<file path="src/rtl/cache_ctrl.sv">
// Direct-mapped, write-through, no-write-allocate data cache controller.
// One outstanding CPU request; refills on read miss, writes through on every store.
module cache_ctrl #(
  parameter int CACHE_SIZE = 16,
  localparam int IDX_W = $clog2(CACHE_SIZE)
) (
  input  logic        clk,
  input  logic        rst,
  input  logic        req_valid,
  output logic        req_ready,
  input  logic [31:0] req_addr,
  input  logic [31:0] req_wdata,
  input  logic        op_type,
  input  logic        flush,
  output logic        resp_valid,
  output logic [31:0] resp_rdata,
  output logic        mem_req_valid,
  input  logic        mem_req_ready,
  output logic [31:0] mem_addr,
  output logic        mem_we,
  output logic [31:0] mem_wdata,
  input  logic        mem_resp_valid,
  input  logic [31:0] mem_rdata,
  output logic [31:0] hit_count,
  output logic [31:0] miss_count
);

  localparam int TAG_W = 32 - IDX_W - 2;

  typedef enum logic [2:0] {
    S_IDLE, S_LOOKUP, S_RD_REQ, S_RD_WAIT, S_RESP, S_WR_REQ
  } state_t;

  state_t                  state_q;
  logic [31:0]             addr_q;
  logic [31:0]             wdata_q;
  logic                    op_q;
  logic [CACHE_SIZE-1:0]   valid_q;
  logic [TAG_W-1:0]        tag_mem [CACHE_SIZE];
  logic [31:0]             data_mem [CACHE_SIZE];
  logic                    resp_valid_q;
  logic [31:0]             resp_rdata_q;
  logic                    mem_req_valid_q;
  logic [31:0]             mem_addr_q;
  logic                    mem_we_q;
  logic [31:0]             mem_wdata_q;
  logic [31:0]             hit_cnt_q;
  logic [31:0]             miss_cnt_q;

  logic [IDX_W-1:0]        idx;
  logic [TAG_W-1:0]        tag;
  logic                    lkp_hit;
  logic                    unused_addr_bits;

  assign idx              = addr_q[IDX_W+1:2];
  assign tag              = addr_q[31:IDX_W+2];
  assign lkp_hit          = valid_q[idx] && (tag_mem[idx] == tag);
  assign unused_addr_bits = ^addr_q[1:0];

  // Flush takes the IDLE cycle, so a simultaneous request is not accepted.
  assign req_ready     = (state_q == S_IDLE) && !flush && !rst;
  assign resp_valid    = resp_valid_q;
  assign resp_rdata    = resp_rdata_q;
  assign mem_req_valid = mem_req_valid_q;
  assign mem_addr      = mem_addr_q;
  assign mem_we        = mem_we_q;
  assign mem_wdata     = mem_wdata_q;
  assign hit_count     = hit_cnt_q;
  assign miss_count    = miss_cnt_q;

  always_ff @(posedge clk or posedge rst) begin
    if (rst) begin
      state_q         <= S_IDLE;
      addr_q          <= '0;
      wdata_q         <= '0;
      op_q            <= 1'b0;
      valid_q         <= '0;
      resp_valid_q    <= 1'b0;
      resp_rdata_q    <= '0;
      mem_req_valid_q <= 1'b0;
      mem_addr_q      <= '0;
      mem_we_q        <= 1'b0;
      mem_wdata_q     <= '0;
      hit_cnt_q       <= '0;
      miss_cnt_q      <= '0;
    end else begin
      resp_valid_q <= 1'b0;
      case (state_q)
        S_IDLE: begin
          if (flush) begin
            valid_q <= '0;
          end else if (req_valid) begin
            addr_q  <= req_addr;
            wdata_q <= req_wdata;
            op_q    <= op_type;
            state_q <= S_LOOKUP;
          end
        end
        S_LOOKUP: begin
          if (lkp_hit) begin
            if (hit_cnt_q != '1) hit_cnt_q <= hit_cnt_q + 32'd1;
          end else begin
            if (miss_cnt_q != '1) miss_cnt_q <= miss_cnt_q + 32'd1;
          end
          if (op_q) begin
            mem_req_valid_q <= 1'b1;
            mem_we_q        <= 1'b1;
            mem_addr_q      <= {addr_q[31:2], 2'b00};
            mem_wdata_q     <= wdata_q;
            state_q         <= S_WR_REQ;
          end else if (lkp_hit) begin
            resp_valid_q <= 1'b1;
            resp_rdata_q <= data_mem[idx];
            state_q      <= S_IDLE;
          end else begin
            mem_req_valid_q <= 1'b1;
            mem_we_q        <= 1'b0;
            mem_addr_q      <= {addr_q[31:2], 2'b00};
            state_q         <= S_RD_REQ;
          end
        end
        S_RD_REQ: begin
          if (mem_req_ready) begin
            mem_req_valid_q <= 1'b0;
            state_q         <= S_RD_WAIT;
          end
        end
        S_RD_WAIT: begin
          if (mem_resp_valid) begin
            valid_q[idx] <= 1'b1;
            resp_rdata_q <= mem_rdata;
            resp_valid_q <= 1'b1;
            state_q      <= S_RESP;
          end
        end
        S_WR_REQ: begin
          if (mem_req_ready) begin
            mem_req_valid_q <= 1'b0;
            resp_valid_q    <= 1'b1;
            state_q         <= S_RESP;
          end
        end
        S_RESP:  state_q <= S_IDLE;
        default: state_q <= S_IDLE;
      endcase
    end
  end

  // Tag/data storage needs no reset; only the valid bits qualify it.
  always_ff @(posedge clk) begin
    if (state_q == S_LOOKUP && op_q && lkp_hit) begin
      data_mem[idx] <= wdata_q;
    end
    if (state_q == S_RD_WAIT && mem_resp_valid) begin
      data_mem[idx] <= mem_rdata;
      tag_mem[idx]  <= tag;
    end
  end

endmodule

</file>
<file path="config.mk">
export PLATFORM = sky130hd
export DESIGN_NAME = cache_ctrl
export DESIGN_NICKNAME = d
export VERILOG_FILES = /design/src/rtl/cache_ctrl.sv
export SDC_FILE = /design/constraint.sdc
export NUM_CORES = 1
export LEC_CHECK = 0
export ABC_AREA = 0
export BUFFER_PORTS_ARGS = -buffer_cell sky130_fd_sc_hd__buf_4
export CORE_ASPECT_RATIO = 1.1
export CORE_MARGIN = 5
export CORE_UTILIZATION = 37
export CTS_BUF_LIST = sky130_fd_sc_hd__clkbuf_4 sky130_fd_sc_hd__clkbuf_8
export DETAILED_ROUTE_END_ITERATION = 12
export GPL_TIMING_DRIVEN = 0
export PLACE_DENSITY_LB_ADDON = 0.25
export SKIP_CTS_REPAIR_TIMING = 1
export SLEW_MARGIN = 15
export SYNTH_ARGS = -nofsm -noshare
export SYNTH_HDL_FRONTEND = slang
export SYNTH_SLANG_ARGS = --single-unit
</file>
<file path="constraint.sdc">
create_clock -name clk -period 12.7 [get_ports clk]
set_input_delay 0.635 -clock clk [delete_from_list [all_inputs] [get_ports clk]]
set_output_delay 0.635 -clock clk [all_outputs]
set_load 0.01 [all_outputs]
</file>
Word level (Yosys, flattened, before mapping)
Memory sizes are Yosys's and may differ from the RTL's.
Index checks and enable logic that the tools add are counted.
{"block": "word_totals", "in_bits": 103, "word_cells": 101, "memories": 2, "output_inout_bits": 164, "ram_bits": 928, "reg_bits": 247}
{"block": "classes", "n_bitwise": 4, "n_reduce_logical": 23, "addsub": 2, "muxes": 37, "eq_ne": 18, "order_cmp": 2}
{"memory": "data_mem", "depth": 16, "word_bits": 32, "read_ports": 1, "rd_ports_with_merged_regs": 0, "wr": 1, "line_no": "40", "text": "logic [31:0] data_mem [CACHE_SIZE];"}
{"memory": "tag_mem", "depth": 16, "word_bits": 26, "read_ports": 1, "rd_ports_with_merged_regs": 0, "wr": 1, "line_no": "39", "text": "logic [TAG_W-1:0] tag_mem [CACHE_SIZE];"}
{"cell": "$mux 32", "count": 6}
{"cell": "$add 32x1->32 const B", "count": 2}
{"cell": "$ne 32x32->1 const B", "count": 2}
{"cell": "$pmux 32 s2", "count": 1}
{"cell": "$mux 16", "count": 2}
{"cell": "$pmux 16 s2", "count": 1}
{"cell": "$eq 26x26->1", "count": 1}
{"cell": "$mux 3", "count": 6}
{"cell": "$ne 2x2->1 const B", "count": 9}
{"cell": "$or 16x16->16", "count": 1}
{"cell": "$mux 1", "count": 15}
{"cell": "$pmux 3 s5", "count": 1}
{"cell": "$reduce_and 3->1", "count": 5}
{"cell": "$logic_and 1x1->1", "count": 7}
{"cell": "$eq 3x2->1 const B", "count": 2}
{"cell": "$reduce_bool 2->1", "count": 3}
{"cell": "$lt 4x5->1 const B", "count": 1}
{"cell": "$reduce_and 5->1", "count": 1}
{"cell": "$bmux 1 s4", "count": 1}
{"cell": "$demux 1 s4", "count": 1}
{"cell": "$ge 4x1->1 const B", "count": 1}
{"cell": "$reduce_and 2->1", "count": 2}
{"cell": "$reduce_and 4->1", "count": 1}
{"cell": "$eq 3x1->1 const B", "count": 1}
{"cell": "other kinds (11)", "count": 13}

Longest topological paths before layout
Gate-level depths: netlist of run 1.
{"block": "depth", "depth_word": 7, "ltp_mapped": 15}

Worst setup path after synthesis of run 1
Ideal clock, no wire load.
{"block": "synth_path", "path_type": "register to register", "from": "register addr_q[5]", "to": "memory data_mem[6][0], enable pin", "path_stages_with_launch": 14, "setup_ns": 0.461, "n_path_buf": 4, "period_less_slack_ns": 5.632, "arrival_time_ns": 5.171, "setup_slack_ns": 7.068, "path_cell_list": "dfrtp_1 buf_2 buf_4 buf_4 mux4_2 mux2i_1 xnor2_1 o2111ai_1 o31ai_4 nand3_2 nor4_4 a21oi_1 clkbuf_1 nor3_1"}
{"block": "synth_via", "elab_chain_cells": 7}
{"item": "start, declared", "line_no": "35", "text": "logic [31:0] addr_q;"}
{"item": "start signal, assigned", "line_no": "93", "text": "addr_q <= req_addr;"}
{"item": "$mem_v2 16x26 or $bmux 1 s4 (tied branches)"}
{"item": "$eq 26x26->1 or $mux 1 (tied branches)", "line_no": "57", "text": "assign lkp_hit = valid_q[idx] && (tag_mem[idx] == tag);"}
{"item": "$logic_and 1x1->1", "line_no": "57"}
{"item": "$logic_and 1x1->1", "line_no": "151", "text": "if (state_q == S_LOOKUP && op_q && lkp_hit) begin"}
{"item": "$mux 1", "line_no": "151"}
{"item": "$mux 1 (implied by the code)", "line_no": "152", "text": "data_mem[idx] <= wdata_q;"}
{"item": "$or 1x1->1 (no source line)"}
{"item": "end, declared", "line_no": "40"}
Several ways; a longest one is shown, not always the timed one. The select of a mux whose other input is x is not followed.

Worst setup path in the final report of run 1
{"block": "layout_path", "from": "register addr_q[5]", "to": "memory data_mem[7][21], enable pin"}
Same word-level chain as after synthesis.

==> results.cfg, run 1 <==
[run_status]
status = complete, no violations

[worst_setup_path]
critPathKind = flip-flop to flip-flop
cp_max_fo = 10
startpoint = addr_q[5]$_DFFE_PP0P_
end_kind = flip-flop
cp_top_family = buffers and inverters
reg2reg_to = data_mem[7][21]$_DFFE_PP_
cp-start-kind = flip-flop
cpPeakStageDelay_ns = 0.84
cp_slowest_cell = nor4_4
cp_cell_sequence = buf_2 > buf_2 > buf_2 > buf_2 > buf_2 > o221ai_1 > o21ai_0 > a31oi_1 > nor4_4 > a21oi_1 > clkbuf_1 > nor3_2 > buf_4 > buf_4
path_buf_inv = 8
worst_ep_arrival_time_ns = 7.28
crit_required_ns = 13.28
r2r_start = addr_q[5]$_DFFE_PP0P_
reg2reg_slack_ns = 6.00
critical-path-top-cell-by-count = buf_2
r2r_cells = 14

[logic_synthesis]
yosys_most_used_dff = edfxtp_1
synthDistinctLibCells = 81
synth_xor_area_frac = 0.0168
syn_inst = 2438
netlist_area_mm2 = 0.0469
ys_async_sr_fraction = 0.208
ys_seq_area_frac = 0.723
ys_warn_count = 0
synth_edf_count = 928
avgSynthCellArea_um2 = 19.3
synth_compound_area_frac = 0.0191
synth.area.mux_share = 0.183
synth_fa_ha_area_frac = 0.000533
synth_top_family_by_area = multiplexers
synth_seq_cells = 1171
synthSimpleGateAreaFrac = 0.0393

[drt]
postRouteAntennaNets = 0
dr.pass1.iters = 7
avgRoutedWirePerCell_um = 27.5
wl_mm = 134
drc = 0
vias = 26300
via_per_inst = 5.39
drt_iter0_markers = 2232

[timing]
hold_violations = 0
fin_tns_setup_ns = 0
max_freq_mhz = 149
tightestPinTransition_ns = 1.25
fin_crit_ns = 6.70
fin_skew_ns = 0.0390
rsz0062_at_grt = false
setup_viol = 0
slew_headroom = 0.164
post-route-period-util = 0.528
finalMaxSlewViolations = 0

[clock_network]
cts_tree = built
clock_sinks = 1171
cts_buffers = 191
cts.clk_slew.worst_paths_ns = 0.06
clock_latency_ns = 0.90
cts-root-buf = clkbuf_8
cts.path.max_buffers = 3
h-tree-depth = 4

[hold_path]
min_to = resp_rdata[23]$_DFFE_PP0P_
worst_hold_path.num_cells = 4
min_from = mem_rdata[23]
hp-class = input port to flip-flop

[power]
power_density_mw_per_mm2 = 227
ir_drop_uv = 116
leakagePower_uw = 0.0205

[final_layout]
drive_gt1_frac = 0.388
finalNetCount = 3161
multi_input_area_mm2 = 0.0124
synthToLayoutAreaGrowth_pct = 21.3
fillCellCount = 10900
fin_util = 0.450
regArea_mm2 = 0.0339

[floorplanning]
pin_count = 267
die_w_um = 350
design.core.area_mm2 = 0.127
dieArea_mm2 = 0.134
rows = 137
start_util = 0.371
die_h_um = 384

[grt]
grt_usage = 0.198
grt_first_pass_wirelength_mm = 192
antenna_found_initial = 4
grt_max_degree = 80
overflow = 0
grt_pass1_vias = 27400

[flow_run]
maxCapViolCount = 0

[placement]
port_buffers = 262
hpwl_mm = 92.3
place.gp.congestion = 0.842
## layout by cell type (no fill, tap or decap), types with 12 or more instances in the layout
cell type and n:
mux2_2 194, mux2_4 30, o21a_1 17, dlygate4sd3_1 63, buf_6 35, inv_1 31
a22oi_1 12, buf_1 20, nor2_4 16, nor2_1 46, mux2i_1 62, mux4_2 232
nor4_1 18, buf_4 324, clkinv_1 33, clkbuf_8 206, clkbuf_1 48, xor2_1 61
o21ai_0 13, nand2_1 141, o22ai_1 20, nor3_1 26, nand4_1 16, clkinv_2 25
buf_16 13, clkbuf_4 70, dfrtp_1 243, buf_2 21, nand3_1 22, edfxtp_1 928
xnor2_1 29, buf_12 15, nor3_2 18
## registers in the layout (all words and copies together), names as in the netlist, 3 cells and up
name,cells
resp_rdata,32
data_mem,512
addr_q,30
mem_wdata,32
mem_addr,30
wdata_q,32
hit_count,32
miss_count,32
state_q,3
valid_q,16
tag_mem,416
## synthesized netlist by cell type, drive strengths merged, types with 4 or more instances
cell / instances / share of area
and4: 5 / 0.00093
and2: 4 / 0.00059
buf: 72 / 0.011
o31ai: 4 / 0.0010
xor2: 61 / 0.011
edfxtp: 928 / 0.59
mux2: 225 / 0.056
clkbuf: 53 / 0.0042
o21ai: 16 / 0.0017
a22oi: 13 / 0.0022
or2: 4 / 0.00053
and3: 5 / 0.00067
nor4: 21 / 0.0036
a221oi: 6 / 0.0011
nor3: 44 / 0.0049
xnor2: 29 / 0.0054
a31oi: 5 / 0.00067
nand3: 23 / 0.0026
o21a: 17 / 0.0027
dfrtp: 243 / 0.13
o22ai: 20 / 0.0027
a21oi: 10 / 0.0011
mux2i: 62 / 0.013
or4: 5 / 0.00088
nor3b: 5 / 0.00080
nor4b: 6 / 0.0011
nor2: 62 / 0.0050
mux4: 236 / 0.11
nand4: 17 / 0.0024
nand2b: 8 / 0.0011
nor2b: 7 / 0.00093
nand2: 141 / 0.011
inv: 34 / 0.0027
or3: 6 / 0.00080
## how the worst max path moves through the flow
| stage | to | slack (ns) | cells past startpoint |
|---|---|---|---|
| 6_report | data_mem[7][21]$_DFFE_PP_ | 6.00 | 14 |
| 5_1_grt | data_mem[6][21]$_DFFE_PP_ | 5.80 | 14 |
| 4_1_cts | data_mem[6][21]$_DFFE_PP_ | 6.01 | 14 |
| 3_5_place_dp | data_mem[7][21]$_DFFE_PP_ | 6.06 | 14 |
| 3_3_place_gp | resp_rdata[18]$_DFFE_PP0P_ | 1.86 | 2 |
| 2_1_floorplan | addr_q[10]$_DFFE_PP0P_ | 5.39 | 1 |
## cells by family after synthesis
logic type               Yosys count
flip-flops                      1171
multiplexers                     523
AND/OR/NAND/NOR                  370
buffers and inverters            159
AO/OA/AOI/OAI                    122
XOR/XNOR                          90
adder cells (fa/ha/maj)            2
other                              1
## metal layers
metal / track usage / routed length [um]
met4: 0.0554 / 3190
met1: 0.257 / 53500
met3: 0.0440 / 9770
met2: 0.337 / 67700
met5: 0 / 0
## cell type report
type / instances / area share
clock inverter: 76 / 0.00857
buffer: 125 / 0.0126
inverter: 34 / 0.00237
timing repair buffer: 424 / 0.0670
antenna: 2 / 0.0000879
clock buffer: 276 / 0.0591
multi-input combinational: 1109 / 0.217
tap: 1668 / 0.0367
sequential: 1171 / 0.597
## through the flow
step                std cells  instance area (um^2)  hold slack (ns)  setup slack (ns)  total power, uW
CTS                      4819                 56300           -0.428              6.01            13000
floorplan                2439                 46900            0.459              5.39             7980
global route             4885                 56900           0.0278              5.80            13500
finish                   4885                 56900           0.0876              6.00            12900
global placement         4369                 51000            0.468              1.86             9590
detailed placement       4467                 52400            0.478              6.06             9740
## worst reg2reg max path, cell delays in order (launching register included)
cell	delay, ns
dfrtp_1	0.48
buf_2	0.38
buf_2	0.41
buf_2	0.43
buf_2	0.38
buf_2	0.46
o221ai_1	0.19
o21ai_0	0.19
a31oi_1	0.45
nor4_4	0.85
a21oi_1	0.43
clkbuf_1	0.40
nor3_2	0.76
buf_4	0.33
buf_4	0.23
## where the power goes
part | switching (uW) | internal [uW] | leakage [uW] | total (uW)
Sequential | 474 | 4970 | 0.0114 | 5440
Clock | 1550 | 1740 | 0.00205 | 3290
Combinational | 2360 | 1840 | 0.00701 | 4190
Total | 4380 | 8540 | 0.0205 | 12900
(Power assumes the default switching activity.)
==> run 2, diff against run 1 <==
clock period = 6 ns   (was 12.7 ns; I/O delays follow)
==> run 2 against run 1 <==
Cell area increased by 0.99%. Non-clock buffer count increased by 45. Clock skew rose by 0.0059 ns. Highest routed layer unchanged. Count of clock-buffer cells in the layout rose by 6. Largest cell class unchanged. Utilization grew 0.45 points. Via count shrank 0.54%. Critical path depth up 1. Register-to-register slack worse by 5.7 ns. Sequential cell count did not move. Fmax up 17%. Die area stayed put. Largest power group unchanged. Global-route usage grew 0.11 points.
==> results.cfg, run 2 (synthesis results as in run 1) <==
[drt]
drc = 0
avgRoutedWirePerCell_um = 27.2
vias = 26200
met2RoutedLength_mm = 68.1
drt_iter0_markers = 2245
wl_mm = 134
dr.pass1.iters = 6
dr_wl_met3_mm = 10.9
postRouteAntennaNets = 0
top_layer = met4
via_per_inst = 5.32
met1_length_mm = 51.5

[final_layout]
synthToLayoutAreaGrowth_pct = 22.5
finalNetCount = 3205
final_common_cell = edfxtp_1
final_cell_mix = 928 x edfxtp_1, 326 x buf_4, 243 x dfrtp_1
fillCellCount = 10900
drive_gt1_frac = 0.386
largest_register_ffs = 512
largest-register = data_mem
reg_top3 = data_mem: 512 flops, tag_mem: 416 flops

[placement]
place_ws_ns = -0.486
hpwl_mm = 92.2
port_buffers = 262
place.gp.congestion = 0.853

[worst_setup_path]
critPathKind = flip-flop to flip-flop
cp-start-kind = flip-flop
worst_ep_arrival_time_ns = 6.34
end_kind = flip-flop
cp_max_fo = 10
crit_required_ns = 6.62

[timing]
worst_slack_ns = 0.283
post-route-period-util = 0.953
fin_skew_ns = 0.0449
fin_hold_ws_ns = 0.0718
tightestPinTransition_ns = 1.16
hold_violations = 0
fin_crit_ns = 5.72
rsz0062_at_grt = false
fin_tns_setup_ns = 0
setup_viol = 0
max_freq_mhz = 175
finalMaxSlewViolations = 0
slew_headroom = 0.224

[floorplanning]
start_util = 0.371
die_w_um = 350
pin_count = 267
rows = 137
design.core.area_mm2 = 0.127
dieArea_mm2 = 0.134
die_h_um = 384

[clock_network]
h-tree-depth = 4
cts.path.max_buffers = 3
cts_tree = built
cts-root-buf = clkbuf_8
cts.clk_slew.worst_paths_ns = 0.06
clock_sinks = 1171
cts_buffers = 190
clock_latency_ns = 0.90

[grt]
grt_pass1_vias = 27300
antenna_found_initial = 3
overflow = 0
grt_first_pass_wirelength_mm = 192
grt_max_degree = 38
grt_usage = 0.199

[flow_run]
maxCapViolCount = 0

[run_status]
status = complete, no violations

[power]
power_density_mw_per_mm2 = 480
leakagePower_uw = 0.0208
ir_drop_uv = 284

[hold_path]
hp-class = input port to flip-flop
run 2: cell type report:
| class | count | area (um^2) | area share |
|---|---|---|---|
| Sequential cell | 1171 | 33900 | 0.591 |
| Clock inverter | 68 | 541 | 0.00940 |
| Antenna cell | 1 | 2.50 | 0.0000435 |
| Timing Repair Buffer | 469 | 4280 | 0.0744 |
| Tap cell | 1668 | 2090 | 0.0363 |
| Buffer | 125 | 709 | 0.0123 |
| Inverter | 34 | 131 | 0.00229 |
| Multi-Input combinational cell | 1109 | 12400 | 0.216 |
| Clock buffer | 282 | 3390 | 0.0589 |
run 2: per-layer routing:
layer,global-route usage,vias to the layer above
li1,-,11100
met1,0.249,13900
met2,0.341,1039
met3,0.0529,218
met4,0.0594,0
met5,0,-
run 2: where the power goes:
group	internal (uW)	total, uW	leakage (uW)	switching, uW
Clock	3890	7130	0.00210	3240
Sequential	10500	11500	0.0114	980
Combinational	3910	8950	0.00724	5040
Total	18300	27600	0.0208	9250
run 2: through the flow:
step	cell area [um^2]	instances	utilization	power [uW]
floorplan	46900	2439	-	16900
global placement	51000	4369	0.403	20300
detailed placement	52500	4474	0.415	20600
CTS	56400	4824	0.446	27800
global route	57500	4927	0.454	28800
finish	57500	4927	0.454	27600
run 2: path summary, 6_finish.rpt:
kind	start	to	slack, ns	cells past startpoint
min in group asynchronous	rst	mem_wdata[13]$_DFFE_PP0P_	0.09	3
worst max-delay path	addr_q[5]$_DFFE_PP0P_	data_mem[15][9]$_DFFE_PP_	0.28	15
worst min-delay path	mem_resp_valid	state_q[0]$_DFFE_PP0P_	0.07	6
max in group asynchronous	rst	hit_count[19]$_DFFE_PP0P_	4.52	7
worst max register to register	addr_q[5]$_DFFE_PP0P_	data_mem[15][9]$_DFFE_PP_	0.28	15
worst min register to register	valid_q[3]$_DFFE_PP0P_	valid_q[3]$_DFFE_PP0P_	0.49	1
run 2: critical path, cell delays in order, from the launching register on:
cell,delay (ns)
dfrtp_1,0.55
buf_2,0.39
buf_2,0.41
buf_2,0.42
buf_2,0.36
buf_2,0.44
o21ai_0,0.26
a31oi_2,0.59
nor4_4,0.05
buf_4,0.19
a21oi_1,0.60
clkbuf_2,0.48
nor3_2,0.09
buf_4,0.21
buf_4,0.21
buf_6,0.16
